[src/rtl/uart_tx_buffered_pkg.sv]
// Shared encodings for the buffered UART transmitter: status bit positions,
// register selects and FSM state codes.
package uart_tx_buffered_pkg;

   localparam int ST_EMPTY = 0;
   localparam int ST_FULL  = 1;
   localparam int ST_BUSY  = 2;
   localparam int ST_OVF   = 3;

   localparam logic REG_TXDATA = 1'b0;
   localparam logic REG_STATUS = 1'b1;

   typedef enum logic [1:0] {
      S_IDLE  = 2'd0,
      S_START = 2'd1,
      S_DATA  = 2'd2,
      S_STOP  = 2'd3
   } tx_state_e;

   function automatic logic [7:0] status_byte(input logic ovf, input logic busy,
                                              input logic full, input logic empty);
      logic [7:0] s;
      s           = '0;
      s[ST_OVF]   = ovf;
      s[ST_BUSY]  = busy;
      s[ST_FULL]  = full;
      s[ST_EMPTY] = empty;
      return s;
   endfunction

endpackage

[src/rtl/uart_tx_buffered_fifo_sync.sv]
// Synchronous first-word-fall-through FIFO; pointers carry one extra wrap bit
// so full and empty are distinguished without a separate count.
module fifo_sync #(
   parameter int FIFO_AW = 4,
   parameter int WIDTH   = 8
) (
   input  logic             clk,
   input  logic             rst,
   input  logic             push,
   input  logic             pop,
   input  logic [WIDTH-1:0] din,
   output logic [WIDTH-1:0] dout,
   output logic             full,
   output logic             empty
);
   localparam int DEPTH = 2 ** FIFO_AW;
   localparam logic [FIFO_AW:0] PTR_ONE = (FIFO_AW + 1)'(1);

   logic [WIDTH-1:0] mem_q [DEPTH];
   logic [FIFO_AW:0] wr_ptr_q, rd_ptr_q;
   logic             push_ok, pop_ok;

   assign empty   = (wr_ptr_q == rd_ptr_q);
   assign full    = (wr_ptr_q[FIFO_AW-1:0] == rd_ptr_q[FIFO_AW-1:0]) &&
                    (wr_ptr_q[FIFO_AW] != rd_ptr_q[FIFO_AW]);
   assign push_ok = push & ~full;
   assign pop_ok  = pop & ~empty;
   assign dout    = mem_q[rd_ptr_q[FIFO_AW-1:0]];

   always_ff @(posedge clk or negedge rst) begin
      if (!rst) begin
         wr_ptr_q <= '0;
         rd_ptr_q <= '0;
      end else begin
         if (push_ok) wr_ptr_q <= wr_ptr_q + PTR_ONE;
         if (pop_ok)  rd_ptr_q <= rd_ptr_q + PTR_ONE;
      end
   end

   // Storage is deliberately left unreset; only the pointers define contents.
   always_ff @(posedge clk) begin
      if (push_ok) mem_q[wr_ptr_q[FIFO_AW-1:0]] <= din;
   end

endmodule

[src/rtl/uart_tx_buffered.sv]
// Memory-mapped 8N1 UART transmitter: bus decode, sticky overflow status and
// the frame serialiser that drains the byte FIFO on the shared 16x tick.
//
// state | meaning
// IDLE  | line high; pops the FIFO head as soon as one is queued
// START | start bit (low) for OS_TICK ticks
// DATA  | DBIT data bits, LSB first, OS_TICK ticks each
// STOP  | stop bit (high) for SB_TICK ticks
module uart_tx_buffered
   import uart_tx_buffered_pkg::*;
#(
   parameter int DBIT    = 8,
   parameter int SB_TICK = 16,
   parameter int OS_TICK = 16,
   parameter int FIFO_AW = 4
) (
   input  logic       clk,
   input  logic       rst,
   input  logic       tick,
   input  logic       rd,
   input  logic       wr,
   input  logic       s_mmio,
   input  logic       s_io,
   input  logic [7:0] data_in,
   output logic [7:0] data_out,
   output logic       tx
);
   localparam logic [3:0] OS_LAST  = 4'(OS_TICK - 1);
   localparam logic [3:0] SB_LAST  = 4'(SB_TICK - 1);
   localparam logic [2:0] BIT_LAST = 3'(DBIT - 1);

   tx_state_e       state_q, state_d;
   logic [3:0]      tick_cnt_q, tick_cnt_d;
   logic [2:0]      bit_cnt_q, bit_cnt_d;
   logic [DBIT-1:0] shift_q, shift_d;
   logic            tx_q, tx_d;
   logic            ovf_q, ovf_d;
   logic            push_req, status_rd, fifo_pop, fifo_full, fifo_empty, busy;
   logic [7:0]      fifo_dout;

   assign push_req  = wr & s_mmio & (s_io == REG_TXDATA);
   assign status_rd = rd & s_mmio & (s_io == REG_STATUS);
   assign busy      = (state_q != S_IDLE);
   assign tx        = tx_q;
   assign data_out  = status_rd ? status_byte(ovf_q, busy, fifo_full, fifo_empty) : 8'h00;

   fifo_sync #(
      .FIFO_AW (FIFO_AW),
      .WIDTH   (8)
   ) u_fifo (
      .clk   (clk),
      .rst   (rst),
      .push  (push_req),
      .pop   (fifo_pop),
      .din   (data_in),
      .dout  (fifo_dout),
      .full  (fifo_full),
      .empty (fifo_empty)
   );

   // A dropped write uses the registered full flag, so a same-cycle pop cannot rescue it.
   always_comb begin
      ovf_d = ovf_q;
      if (status_rd)            ovf_d = 1'b0;
      if (push_req & fifo_full) ovf_d = 1'b1;
   end

   always_comb begin
      state_d    = state_q;
      tick_cnt_d = tick_cnt_q;
      bit_cnt_d  = bit_cnt_q;
      shift_d    = shift_q;
      fifo_pop   = 1'b0;
      case (state_q)
         S_IDLE: begin
            if (!fifo_empty) begin
               fifo_pop   = 1'b1;
               shift_d    = fifo_dout[DBIT-1:0];
               tick_cnt_d = '0;
               bit_cnt_d  = '0;
               state_d    = S_START;
            end
         end
         S_START: begin
            if (tick) begin
               if (tick_cnt_q == OS_LAST) begin
                  tick_cnt_d = '0;
                  bit_cnt_d  = '0;
                  state_d    = S_DATA;
               end else begin
                  tick_cnt_d = tick_cnt_q + 4'd1;
               end
            end
         end
         S_DATA: begin
            if (tick) begin
               if (tick_cnt_q == OS_LAST) begin
                  tick_cnt_d = '0;
                  shift_d    = shift_q >> 1;
                  if (bit_cnt_q == BIT_LAST) state_d = S_STOP;
                  else                       bit_cnt_d = bit_cnt_q + 3'd1;
               end else begin
                  tick_cnt_d = tick_cnt_q + 4'd1;
               end
            end
         end
         S_STOP: begin
            if (tick) begin
               if (tick_cnt_q == SB_LAST) state_d = S_IDLE;
               else                       tick_cnt_d = tick_cnt_q + 4'd1;
            end
         end
         default: state_d = S_IDLE;
      endcase
   end

   // tx is registered from the next state so the line changes on the same edge as the FSM.
   always_comb begin
      tx_d = 1'b1;
      case (state_d)
         S_START: tx_d = 1'b0;
         S_DATA:  tx_d = shift_d[0];
         default: tx_d = 1'b1;
      endcase
   end

   always_ff @(posedge clk or negedge rst) begin
      if (!rst) begin
         state_q    <= S_IDLE;
         tick_cnt_q <= '0;
         bit_cnt_q  <= '0;
         shift_q    <= '0;
         tx_q       <= 1'b1;
         ovf_q      <= 1'b0;
      end else begin
         state_q    <= state_d;
         tick_cnt_q <= tick_cnt_d;
         bit_cnt_q  <= bit_cnt_d;
         shift_q    <= shift_d;
         tx_q       <= tx_d;
         ovf_q      <= ovf_d;
      end
   end

endmodule

[config.mk]
export PLATFORM = sky130hd
export DESIGN_NAME = uart_tx_buffered
export DESIGN_NICKNAME = d
export VERILOG_FILES = /design/src/rtl/uart_tx_buffered_pkg.sv /design/src/rtl/uart_tx_buffered_fifo_sync.sv /design/src/rtl/uart_tx_buffered.sv
export SDC_FILE = /design/constraint.sdc
export NUM_CORES = 1
export LEC_CHECK = 0
export ABC_AREA = 0
export BUFFER_PORTS_ARGS = -buffer_cell sky130_fd_sc_hd__buf_2
export CAP_MARGIN = 20
export CORE_UTILIZATION = 40
export DETAILED_ROUTE_END_ITERATION = 10
export GPL_TIMING_DRIVEN = 1
export PLACE_DENSITY = 0.55
export RECOVER_POWER = 50
export SYNTH_ARGS = -nofsm -noshare
export SYNTH_HDL_FRONTEND = slang
export SYNTH_SLANG_ARGS = --single-unit
[constraint.sdc]
create_clock -name clk -period 4.05 [get_ports clk]
set_clock_uncertainty 0.2 [all_clocks]
set_input_delay 0 -clock clk [delete_from_list [all_inputs] [get_ports clk]]
set_output_delay 0 -clock clk [all_outputs]
set_load 0.01 [all_outputs]
==> metrics.md <==
| Metric | Value |
|---|---|
| Sequential Power Share | `39.8%` |
| Most common cell in the synthesized netlist | `edfxtp_1` |
| Synth top area cells | `edfxtp_1 (58%), mux4_2 (11%), dfrtp_1 (11%), ha_1 (2.3%), a22oi_1 (2.1%)` |
| Async SR Flop Fraction | `18.5%` |
| Max-Cap Viols | `1` |
| Final ANT Viol Nets | `0` |
| First-pass DRT Iterations | `5` |
| IO buf count | `19` |
| Final setup margin | `1.18 ns` |
| Iteration-0 DRC Markers | `around 300` |
| R2R setup slack | `1.18 ns` |
| Post-route minimum period | `2.87 ns` |
| Vias in the first global route | `3578` |
| Overflow after GRT | `0` |
| Die W | `approximately 130 µm` |
| Area Growth Syn to Fin | `15.0%` |
| Sw Share | `32.4%` |
| Number of synthesized register bits | `157` |
| Yosys top cell by area | `edfxtp_1` |
| Hold path start | `wr` |
| Slew Limit Fails | `29` |
| Die Ht | `131 µm` |
| Combinational power share | `28.1%` |
| Internal power | `about 3.5 mW` |
| CTS buffer count | `17` |
| RR Startpoint | `u_fifo.wr_ptr_q[3]` |
| Initial antenna violation count | `0` |
| Post-synth EDFFs | `128` |
| Ys flop type | `edfxtp_1` |
| Final nets | `462` |
| Ports | `24` |
| Layout fillers | `1355` |
| Distinct cells, synth | `48` |
| Clk buf depth | `2` |
| Max VDD drop | `approximately 0.38 mV` |
| CTS Sinks | `157` |
| H-Tree Depth | `4` |
| Worst-Margin Slew | `1.74 ns` |
| Setup_tns | `0 ns` |
| Post-Syn Area | `roughly 0.0067 mm²` |
| Place WS | `about 1.3 ns` |
| PwrDens | `approximately 670 mW/mm²` |
| Final Cycle Share | `a little over two thirds` |
| Run status | `finished, violations left` |
| Core area | `0.0161 mm²` |
| Maximum fanout along the worst path | `18` |
| Post-route cell area | `0.00767 mm²` |
| Share of cells above drive strength 1 | `19.2%` |
| Post-CTS resize count | `0` |
| TritonCTS clock tree | `built` |
| Synth Area per Inst | `16.7 µm²` |
| Die footprint | `roughly 0.017 mm²` |
| Top cell type's share of synthesized area | `around 58%` |
| Kind of critical path | `reg2reg` |
| Final wirelength | `14100 µm` |
| Crit. End Element | `flip-flop` |
| GP Congestion | `0.799` |
| NetSw | `about 1.7 mW` |
| Leak Pwr | `2.68 nW` |
| Drt via density | `5.38` |
| Crit path launch | `u_fifo.wr_ptr_q[3]` |
| Largest net degree at the start of global routing | `36` |
| CTS Root Cell | `clkbuf_16` |
| Wire length of the first global-routing pass | `~22000 µm` |
| Commonest cells post-synth | `edfxtp_1 (128), mux4_2 (32), dfrtp_1 (28), nand2_1 (21), a22oi_1 (19)` |
| Max-Slew Margin vs Limit | `-15.7%` |
| Placed instance area | `0.00694 mm²` |
| Total vias in the final route | `3575` |
| Yosys Warn Count | `0` |
| Failing checks | `max-capacitance violations, max-slew violations` |
| Starting Density | `41.5%` |
| Clock share of power | `approximately a third` |
| Wirelength per Cell | `between 20 and 25 µm` |
| Row cnt | `46` |
| Min-Delay Path Class | `in2reg` |
| CP Data Required Time | `roughly 4.0 ns` |
| Post-DP HPWL | `a little over 9000 µm` |
| Clock Pin Slew Worst Setup and Hold Paths | `roughly 0.07 ns` |
| Fmax | `349 MHz` |
| Final setup fails | `0` |
| Hold Vio Cnt, Final | `0` |
| Clock latency at the later pin of the worst-skew pair | `0.43 ns` |
| Diode count | `0` |
| Startpoint Class | `flip-flop` |
| Min Hold Slack | `0.0941 ns` |
| All-layer global routing usage | `18.0%` |
| Signal arrival time at the worst endpoint | `2.80 ns` |
| Post-synthesis sequential area ratio | `roughly two thirds` |
| RSZ-0062 raised after global routing | `false` |
| DRC violations left | `0` |
| Post-synthesis cell count | `399` |
## timing repair
| action | CTS | global route |
|---|---|---|
| setup buffers | 0 | 0 |
| hold buffers | 14 | 0 |
| hold endpoints to repair | 165 | 0 |
| setup endpoints to repair | 0 | 0 |
## stage by stage
step | utilization (%) | total power [mW] | cells
final | 47.8 | 5.13 | 664
after global routing | 47.8 | 5.39 | 664
after CTS | 48.0 | 5.18 | 664
after detailed placement | 43.2 | 3.53 | 618
after global placement | 43.2 | 3.52 | 618
after floorplan | - | 3.17 | 402
## cell families after synthesis
kind of cell | count (synthesis) | synth area share (%)
DFF | 157 | 68.5
and+or+nand+nor | 83 | 6.61
AOI/OAI and AO/OA | 57 | 5.89
muxes | 39 | 11.9
buffers and inverters | 37 | 3.02
xor gates and xnor gates | 13 | 1.71
adders and majority gates | 12 | 2.25
other | 1 | 0.0562
## layout by cell type, fill, tap and decap left out, types with 5 or more instances in the layout
| master | instances |
|---|---|
| and2_1 | 5 |
| clkbuf_1 | 13 |
| ha_1 | 12 |
| o21ai_0 | 11 |
| nor2_1 | 18 |
| buf_2 | 8 |
| nand3_1 | 7 |
| inv_1 | 10 |
| a21oi_1 | 7 |
| buf_4 | 8 |
| xnor2_1 | 11 |
| clkbuf_16 | 17 |
| a22oi_1 | 19 |
| mux4_2 | 32 |
| inv_8 | 5 |
| nand2_1 | 21 |
| and4_1 | 6 |
| dfrtp_1 | 27 |
| edfxtp_1 | 128 |
| dlygate4sd3_1 | 13 |
## routing by layer
layer  GRT usage (%)  vias up  wire length (µm)
met5               0        -                 0
met4            6.54        0               216
met3            4.71       12               690
met2            28.1       77              6840
met1            24.2     1853              6320
li1                -     1633                 -
## sequential cells by signal, indices dropped and copies added (netlist names)
signal	count
u_fifo.mem_q	128
shift_q	8
u_fifo.rd_ptr_q	5
u_fifo.wr_ptr_q	5
tick_cnt_q	4
bit_cnt_q	3
state_q	2
ovf_q	1
tx	1
## power groups by stage
stage	combinational (mW)	sequential (mW)	clock [mW]
finish	1.44	2.04	1.64
global route	1.58	2.06	1.74
CTS	1.47	2.04	1.67
detailed placement	1.45	2.08	0
global placement	1.45	2.07	0
floorplan	1.17	2.00	0
## worst paths after layout
kind                                           end  cells past startpoint
worst min register to register  u_fifo.wr_ptr_q[4]                      1
worst min-delay path            u_fifo.wr_ptr_q[0]                      5
min in group asynchronous                       tx                      3
worst max register to register  u_fifo.mem_q[5][1]                      6
worst max-delay path            u_fifo.mem_q[5][1]                      6
max in group asynchronous       u_fifo.rd_ptr_q[0]                      4
## critical path, stage by stage (launching register included)
cell and delay (ns):
dfrtp_1 0.64, xnor2_1 0.15, nand4_1 0.17, o21a_1 0.38, nand2_1 0.17, nor3b_1 0.60
buf_4 0.27
## cell type report
cell class / instances / area [µm²] / area share [%]
sequential: 157 / 4570 / 59.6
multi-input combinational: 208 / 1910 / 24.9
clock buffer: 18 / 429 / 5.60
timing repair buffer: 41 / 275 / 3.59
tap: 216 / 270 / 3.52
clock inverter: 14 / 179 / 2.33
inverter: 10 / 37.5 / 0.489
Note: power is estimated with default switching activity, not from simulation.
